==> src/rtl/param_deserialiser.sv <==
// Bit-to-word deserialiser for the ISO/IEC 14443-3A receive path.
// Define PARAM_DESERIALISER_PARITY_CHECK_EN to expect an odd-parity bit after every word.
module param_deserialiser #(
    parameter int WORD_BITS = 8,
    parameter bit LSB_FIRST = 1'b1,
    parameter int CNT_W     = $clog2(WORD_BITS)
) (
    input  logic                 clk,
    input  logic                 rst_n,
    input  logic                 in_soc,
    input  logic                 in_eoc,
    input  logic                 in_error,
    input  logic                 in_data_valid,
    input  logic                 in_data,
    output logic                 out_soc,
    output logic                 out_eoc,
    output logic                 out_error,
    output logic                 out_data_valid,
    output logic [WORD_BITS-1:0] out_data,
    output logic [CNT_W-1:0]     out_data_bits
);

    typedef enum logic [1:0] {
        IDLE   = 2'd0,
        DATA   = 2'd1,
`ifdef PARAM_DESERIALISER_PARITY_CHECK_EN
        PARITY = 2'd2,
`endif
        ERROR  = 2'd3
    } state_t;

    localparam logic [CNT_W-1:0] LAST = CNT_W'(WORD_BITS - 1);
    localparam logic [CNT_W-1:0] ONE  = CNT_W'(1);

`ifdef PARAM_DESERIALISER_PARITY_CHECK_EN
    function automatic logic parity_ok(input logic [WORD_BITS-1:0] w, input logic p);
        return (^w) ^ p;
    endfunction
`endif

    state_t               state, state_nxt;
    logic [CNT_W-1:0]     cnt_p0, cnt_nxt;
    logic [WORD_BITS-1:0] shreg_p0, shreg_nxt;
    logic [WORD_BITS-1:0] word;
    logic [CNT_W-1:0]     pos;
    logic                 full;
    logic                 soc_nxt, eoc_nxt, err_nxt, dv_nxt;
    logic [WORD_BITS-1:0] data_nxt;
    logic [CNT_W-1:0]     bits_nxt;

    always_comb begin
        pos  = LSB_FIRST ? cnt_p0 : (LAST - cnt_p0);
        word = shreg_p0;
        full = 1'b0;
        if (in_data_valid) begin
            word[pos] = in_data;
            full      = (cnt_p0 == LAST);
        end
    end

    always_comb begin
        state_nxt = state;
        cnt_nxt   = cnt_p0;
        shreg_nxt = shreg_p0;
        soc_nxt   = 1'b0;
        eoc_nxt   = 1'b0;
        err_nxt   = 1'b0;
        dv_nxt    = 1'b0;
        data_nxt  = '0;
        bits_nxt  = '0;
        if (in_soc) begin
            soc_nxt   = 1'b1;
            cnt_nxt   = '0;
            shreg_nxt = '0;
            state_nxt = DATA;
        end else begin
            case (state)
                IDLE: ;
                DATA: begin
                    if (in_error) begin
                        err_nxt   = 1'b1;
                        eoc_nxt   = in_eoc;
                        cnt_nxt   = '0;
                        shreg_nxt = '0;
                        state_nxt = in_eoc ? IDLE : ERROR;
                    end else begin
                        if (in_data_valid) begin
                            if (full) begin
                                cnt_nxt = '0;
`ifdef PARAM_DESERIALISER_PARITY_CHECK_EN
                                shreg_nxt = word;
                                state_nxt = PARITY;
`else
                                shreg_nxt = '0;
                                dv_nxt    = 1'b1;
                                data_nxt  = word;
`endif
                            end else begin
                                cnt_nxt   = cnt_p0 + ONE;
                                shreg_nxt = word;
                            end
                        end
                        // The accepted bit is folded in before the end of frame is reported
                        if (in_eoc) begin
                            eoc_nxt   = 1'b1;
                            cnt_nxt   = '0;
                            shreg_nxt = '0;
                            state_nxt = IDLE;
`ifdef PARAM_DESERIALISER_PARITY_CHECK_EN
                            if (full) begin
                                err_nxt = 1'b1;
                            end else begin
                                data_nxt = word;
                                bits_nxt = in_data_valid ? cnt_p0 + ONE : cnt_p0;
                            end
`else
                            if (!full) begin
                                data_nxt = word;
                                bits_nxt = in_data_valid ? cnt_p0 + ONE : cnt_p0;
                            end
`endif
                        end
                    end
                end
`ifdef PARAM_DESERIALISER_PARITY_CHECK_EN
                PARITY: begin
                    if (in_error || in_eoc) begin
                        err_nxt   = 1'b1;
                        eoc_nxt   = in_eoc;
                        shreg_nxt = '0;
                        state_nxt = in_eoc ? IDLE : ERROR;
                    end else if (in_data_valid) begin
                        shreg_nxt = '0;
                        if (parity_ok(shreg_p0, in_data)) begin
                            dv_nxt    = 1'b1;
                            data_nxt  = shreg_p0;
                            state_nxt = DATA;
                        end else begin
                            err_nxt   = 1'b1;
                            state_nxt = ERROR;
                        end
                    end
                end
`endif
                ERROR: begin
                    if (in_eoc) begin
                        eoc_nxt   = 1'b1;
                        state_nxt = IDLE;
                    end
                end
                default: state_nxt = IDLE;
            endcase
        end
    end

    // Registered outputs: one cycle after the triggering input
    always_ff @(posedge clk or negedge rst_n) begin
        if (!rst_n) begin
            state          <= IDLE;
            cnt_p0         <= '0;
            shreg_p0       <= '0;
            out_soc        <= 1'b0;
            out_eoc        <= 1'b0;
            out_error      <= 1'b0;
            out_data_valid <= 1'b0;
            out_data       <= '0;
            out_data_bits  <= '0;
        end else begin
            state          <= state_nxt;
            cnt_p0         <= cnt_nxt;
            shreg_p0       <= shreg_nxt;
            out_soc        <= soc_nxt;
            out_eoc        <= eoc_nxt;
            out_error      <= err_nxt;
            out_data_valid <= dv_nxt;
            out_data       <= data_nxt;
            out_data_bits  <= bits_nxt;
        end
    end

endmodule

==> config.mk <==
export PLATFORM = sky130hd
export DESIGN_NAME = param_deserialiser
export DESIGN_NICKNAME = d
export VERILOG_FILES = /design/src/rtl/param_deserialiser.sv
export SDC_FILE = /design/constraint.sdc
export NUM_CORES = 1
export LEC_CHECK = 0
export BUFFER_PORTS_ARGS = -buffer_cell sky130_fd_sc_hd__buf_2
export CAP_MARGIN = 20
export CORE_MARGIN = 2
export CORE_UTILIZATION = 50
export DETAILED_ROUTE_END_ITERATION = 10
export HOLD_SLACK_MARGIN = 0.03
export PLACE_DENSITY = 0.72
export SLEW_MARGIN = 15
export SYNTH_ARGS = -nofsm -noshare
export SYNTH_HDL_FRONTEND = slang
export SYNTH_SLANG_ARGS = --single-unit
==> constraint.sdc <==
create_clock -name clk -period 1.6 [get_ports clk]
set_input_delay 0.08 -clock clk [delete_from_list [all_inputs] [get_ports clk]]
set_output_delay 0.08 -clock clk [all_outputs]
set_load 0.05 [all_outputs]
# Word-level counts from Yosys, hierarchy flattened
# Index checks and enable logic that the tools add are counted.
# W data, S select, Z words.
totals:
  ff_bits: 28
  input_bits: 7
  wordCells: 69
  out_inout_bits: 15
op_classes:
  eq_ne: 4
  order_cmp: 2
  n_mux: 48
  n_reduce_logical: 5
  n_addsub: 1
op_table:
  columns: ["cell", "count"]
  rows:
  - ["$mux W8", 14]
  - ["$mux W3", 12]
  - ["$mux W1", 14]
  - ["$bwmux W8", 1]
  - ["$mux W2", 4]
  - ["$pmux W2 S3", 1]
  - ["$lt A3 B4 Y1 const B", 1]
  - ["$reduce_bool A4 Y1", 1]
  - ["$add A3 B1 Y3 const B", 1]
  - ["$demux W1 S3", 1]
  - ["$eq A3 B3 Y1 const B", 1]
  - ["$ge A3 B1 Y1 const B", 1]
  - ["$eq A2 B1 Y1 const B", 1]
  - ["$eq A2 B2 Y1 const B", 1]
  - ["$logic_not A2 Y1", 1]
  - ["$ne A2 B2 Y1 const B", 1]
  - ["$pmux W1 S2", 1]
  - ["$reduce_and A2 Y1", 1]
  - ["$reduce_bool A2 Y1", 1]
  - ["$logic_and A1 B1 Y1", 1]

# Longest topological paths before layout
depth:
  word_depth: 13
  mapped_depth: 5
  depth_no_buf: 5

# Worst setup path after synthesis
# Ideal clock, no wire load.
synth_path:
  path_type: "register to register"
  start: "register cnt_p0[0]"
  end: "register cnt_p0[2]"
  synth_period_minus_slack_ns: 1.472
  n_path_buf: 0
  slack_ns: 0.128
  arrival_ns: 1.392
  stages_incl_launch_ff: 6
  required_time_ns: 1.521
  setup_time_ns: 0.079
  cell_sequence: "dfrtp_1 -> ha_1 -> ha_1 -> a2111oi_2 -> nand2_1 -> mux2i_1"
synth_between:
  elab_chain_len: 8
  elab_cells_between_ends: 9
  classes_between: "add/sub: 1; eq/ne: 1; mux: 7"
synth_lines:
  columns: ["element", "line_no", "rtl"]
  rows:
  - ["from (decl)", "42", "logic [CNT_W-1:0] cnt_p0, cnt_nxt;"]
  - ["from (signal assigned)", "170", "cnt_p0 <= cnt_nxt;"]
  - ["branches (longest 2 deep; another with $add A3 B1 Y3)", null, null]
  - ["$mux W3 *", "88", "if (full) begin"]
  - ["$mux W3 *", "87", "if (in_data_valid) begin"]
  - ["$mux W3 *", "104", "if (in_eoc) begin"]
  - ["$mux W3 *", "80", "if (in_error) begin"]
  - ["$mux W3 *", "77", "case (state)"]
  - ["$mux W3 *", "71", "if (in_soc) begin"]
# Every way passes the cells marked *. The select of a mux whose other input is x is not followed.
# A chain may end at the register's enable or synchronous reset.

# Final worst setup path
layout_path:
  start: "input in_eoc"
  end: "register cnt_p0[0]"
layout_between:
  elab_chain_len: 4
  elab_cells_between_ends: 6
  classes_between: "mux: 4; reduce/logical: 2"
layout_lines:
  columns: ["element", "line_no", "rtl"]
  rows:
  - ["from (decl)", "11", "input logic in_eoc,"]
  - ["$mux W3", "104", null]
  - ["$mux W3", "80", null]
  - ["$mux W3", "77", null]
  - ["$mux W3", "71", null]
# Several ways; a longest one is shown, not always the timed one. The select of a mux whose other input is x is not followed.

==> impl_metrics.tcl <==
set metrics [dict create \
    status "finished, final reports clean" \
    top_level_ports 22 \
    synth_xor_area_frac 0 \
    root_buffer "clkbuf_4" \
    crit_path_end "cnt_p0[0]" \
    layout_min_cycle_time_ns 1.56 \
    cp.depth 5 \
    startpoint_type "input pin" \
    min_from "in_error" \
    grt.total_usage 0.184 \
    synth_edf_count 0 \
    r2r_start "cnt_p0[0]" \
    htree_levels 1 \
    hold_class "in2reg" \
    irDropWorstVdd_v 0.000662 \
    antenna_found_initial 0 \
    final_nets 140 \
    vias 869 \
    p_leak_uw 0.000722 \
    post-route-period-util 0.977 \
    drc 0 \
    grt_pass1_vias 833 \
    gp_congestion 0.814 \
    die_h_um 54.3 \
    clk_latency_ns 0.32 \
    detail_route.wl_per_cell_um 15.0 \
    cp_slowest_cell "dlygate4sd3_1" \
    drtPass1Iterations 4 \
    cp-end-kind "flop" \
    clock-sinks 28 \
    grt_max_degree 29 \
    viasPerCell 5.43 \
    syn2layout_area_growth_pct 19.9 \
    report.final.hold_viol_count 0 \
    drt_iter0_drc 8 \
    cp_data_required_time_ns 1.85 \
    synth_compound_area_frac 0.111 \
    hpwlAfterDp_um 1600 \
    die_w_um 54.3 \
    cts_tree "yes" \
    slowest_delay_ns 0.53 \
    clock_path_buffers 2 \
    worstRegToRegCells 5 \
    worst_path_dominant_cell_family "buffers and inverters" \
    synth_seq_cells 28 \
    syn-cell-area_sq_mm 0.00126 \
    critical_path_buf_inv_count 2 \
    placedCellCount 153 \
    syn_nets 110 \
    max_freq_mhz 639 \
    path_max_fanout 11 \
    grt.overflow.total 0 \
    cp-startpoint "in_eoc" \
    final_antenna_net_count 0 \
    wl_um 2400 \
    worst_slew_pin_slew_ns 0.617 \
    stdcell_count 160 \
    rows 18 \
    synth_top_family_by_area "simple AND/OR/NAND/NOR gates" \
    reg2reg_slack_ns 0.10 \
    p_total_uw 1210 \
    cap_violations 0 \
    worstSetupPathType "in2reg" \
    rsz0062_at_grt "false" \
    grt_pass1_wl_um 3810 \
    drive_gt1_frac 0.315 \
    synthAdderAreaFrac 0.0198 \
    cts_buffers 3 \
    antenna_cells 0 \
    synth_ff_type "dfrtp_1" \
    synth_mux_area_frac 0.0951 \
    design.core.area_sq_mm 0.00243 \
    syn-instance-count 101 \
    io_buffers 21 \
    synth-seq-area-share 0.555 \
    crit_path_cell_trace "dlygate4sd3_1 -> buf_2 -> or3_4 -> a31oi_4 -> mux2i_1" \
    r2r_end "cnt_p0[2]" \
    die_area_sq_mm 0.00294 \
    clk_pin_slew_ns 0.14 \
    synthArstFlopShare 1.00 \
    ys_types 25 \
    maxSlewViolCount 0 \
    yosys_warnings 0 \
    syn_avg_cell_area_sq_um 12.5 \
    arrival_ns 1.82 \
    setup_viol 0 \
    p_per_area_mw_per_mm2 798 \
    synthSimpleGateAreaFrac 0.176 \
    relSlewSlack 0.588 \
    finClkSkew_ns 0.00336 \
    start_util 0.519 \
]
-- sequential cells by signal, summed over array words and instances (netlist names) --
signal          flops
out_data_bits       3
shreg_p0            8
out_eoc             1
out_data_valid      1
out_soc             1
out_data            8
out_error           1
cnt_p0              3
state               2
-- layer usage --
| layer | up-vias | wire, um | track usage |
|---|---|---|---|
| met5 | - | 0 | 0 |
| met4 | 0 | 42 | 0.0875 |
| met3 | 6 | 80 | 0.0328 |
| met2 | 16 | 1170 | 0.315 |
| met1 | 430 | 1100 | 0.222 |
| li1 | 417 | - | - |
-- power by group --
part,total [uW],internal (uW),switching (uW)
combinational,146,53.0,93.2
sequential,722,718,4.70
clock,339,139,200
-- area by class of cell --
class | count | area (sq um)
Fill cell | 206 | 918
Tap cell | 30 | 37.5
Sequential cell | 28 | 701
Timing Repair Buffer | 31 | 188
Clock buffer | 4 | 36.3
Multi-Input combinational cell | 62 | 533
Inverter | 5 | 18.8
-- placed cells by master, fill, tap and decap left out, drive strengths merged --
cell type | synthesis | routed
nor4b | 3 | 3
nor4bb | 4 | 4
or3 | 1 | 1
nand3 | 1 | 1
o21ai | 1 | 1
dlygate4sd3 | 0 | 3
a2111oi | 1 | 1
dfrtp | 28 | 28
mux2i | 12 | 12
nor2 | 13 | 13
clkbuf | 1 | 4
and2 | 2 | 2
a2bb2oi | 2 | 2
a31oi | 1 | 1
nand2 | 4 | 4
o2bb2ai | 8 | 8
ha | 2 | 2
nand4b | 3 | 3
nor2b | 1 | 1
buf | 5 | 28
nor3b | 1 | 1
inv | 5 | 5
nand4 | 1 | 1
a21o | 1 | 1
-- cells by family (layout without fill, tap and decap cells) --
logic type / count (synthesis) / in the layout
buffers and inverters: 11 / 40
and+or+nand+nor: 34 / 34
muxes: 12 / 12
AOI/OAI and AO/OA: 14 / 14
DFF: 28 / 28
adders and majority gates: 2 / 2
-- what timing repair did --
| item | in CTS | in global routing |
|---|---|---|
| pin swaps | 0 | 3 |
| hold buffers | 3 | 0 |
| endpoints found under the hold margin | 30 | 0 |
| resized for setup | 1 | 3 |
| cloned | 0 | 0 |
| setup buffers | 0 | 0 |
| setup endpoints to repair | 3 | 11 |
-- how the worst min path moves through the flow --
stage	slack (ns)	cells past startpoint	to
2_1_floorplan	-0.22	0	cnt_p0[0]
3_3_place_gp	0.12	1	out_soc
3_5_place_dp	0.13	1	out_error
4_1_cts	0.06	2	out_error
5_1_grt	0.06	2	out_error
6_report	0.07	2	out_error
-- Yosys cell counts, types with 2 or more instances --
master,count,area [sq um]
dfrtp_1,28,701
nor2_1,13,48.8
mux2i_1,12,120
o2bb2ai_1,8,70.1
inv_1,5,18.8
buf_2,4,20.0
nand2_1,4,15.0
nor4bb_1,4,40.0
nand4b_1,3,26.3
a2bb2oi_1,2,17.5
and2_1,2,12.5
ha_1,2,25.0
nor4b_2,2,30.0
-- through the flow --
step,util,setup TNS (ns),hold WS [ns],area (sq um),setup WS (ns)
6_report,0.622,0,0.0658,1510,0.0362
3_5_place_dp,0.585,-0.0302,0.129,1420,-0.0242
4_1_cts,0.617,-0.00487,0.0561,1500,-0.00487
3_3_place_gp,0.585,0,0.119,1420,0.0811
5_1_grt,0.622,0,0.0605,1510,0.0206
2_1_floorplan,-,0,-0.216,1260,0.128
Power figures use the tool's default switching activity.
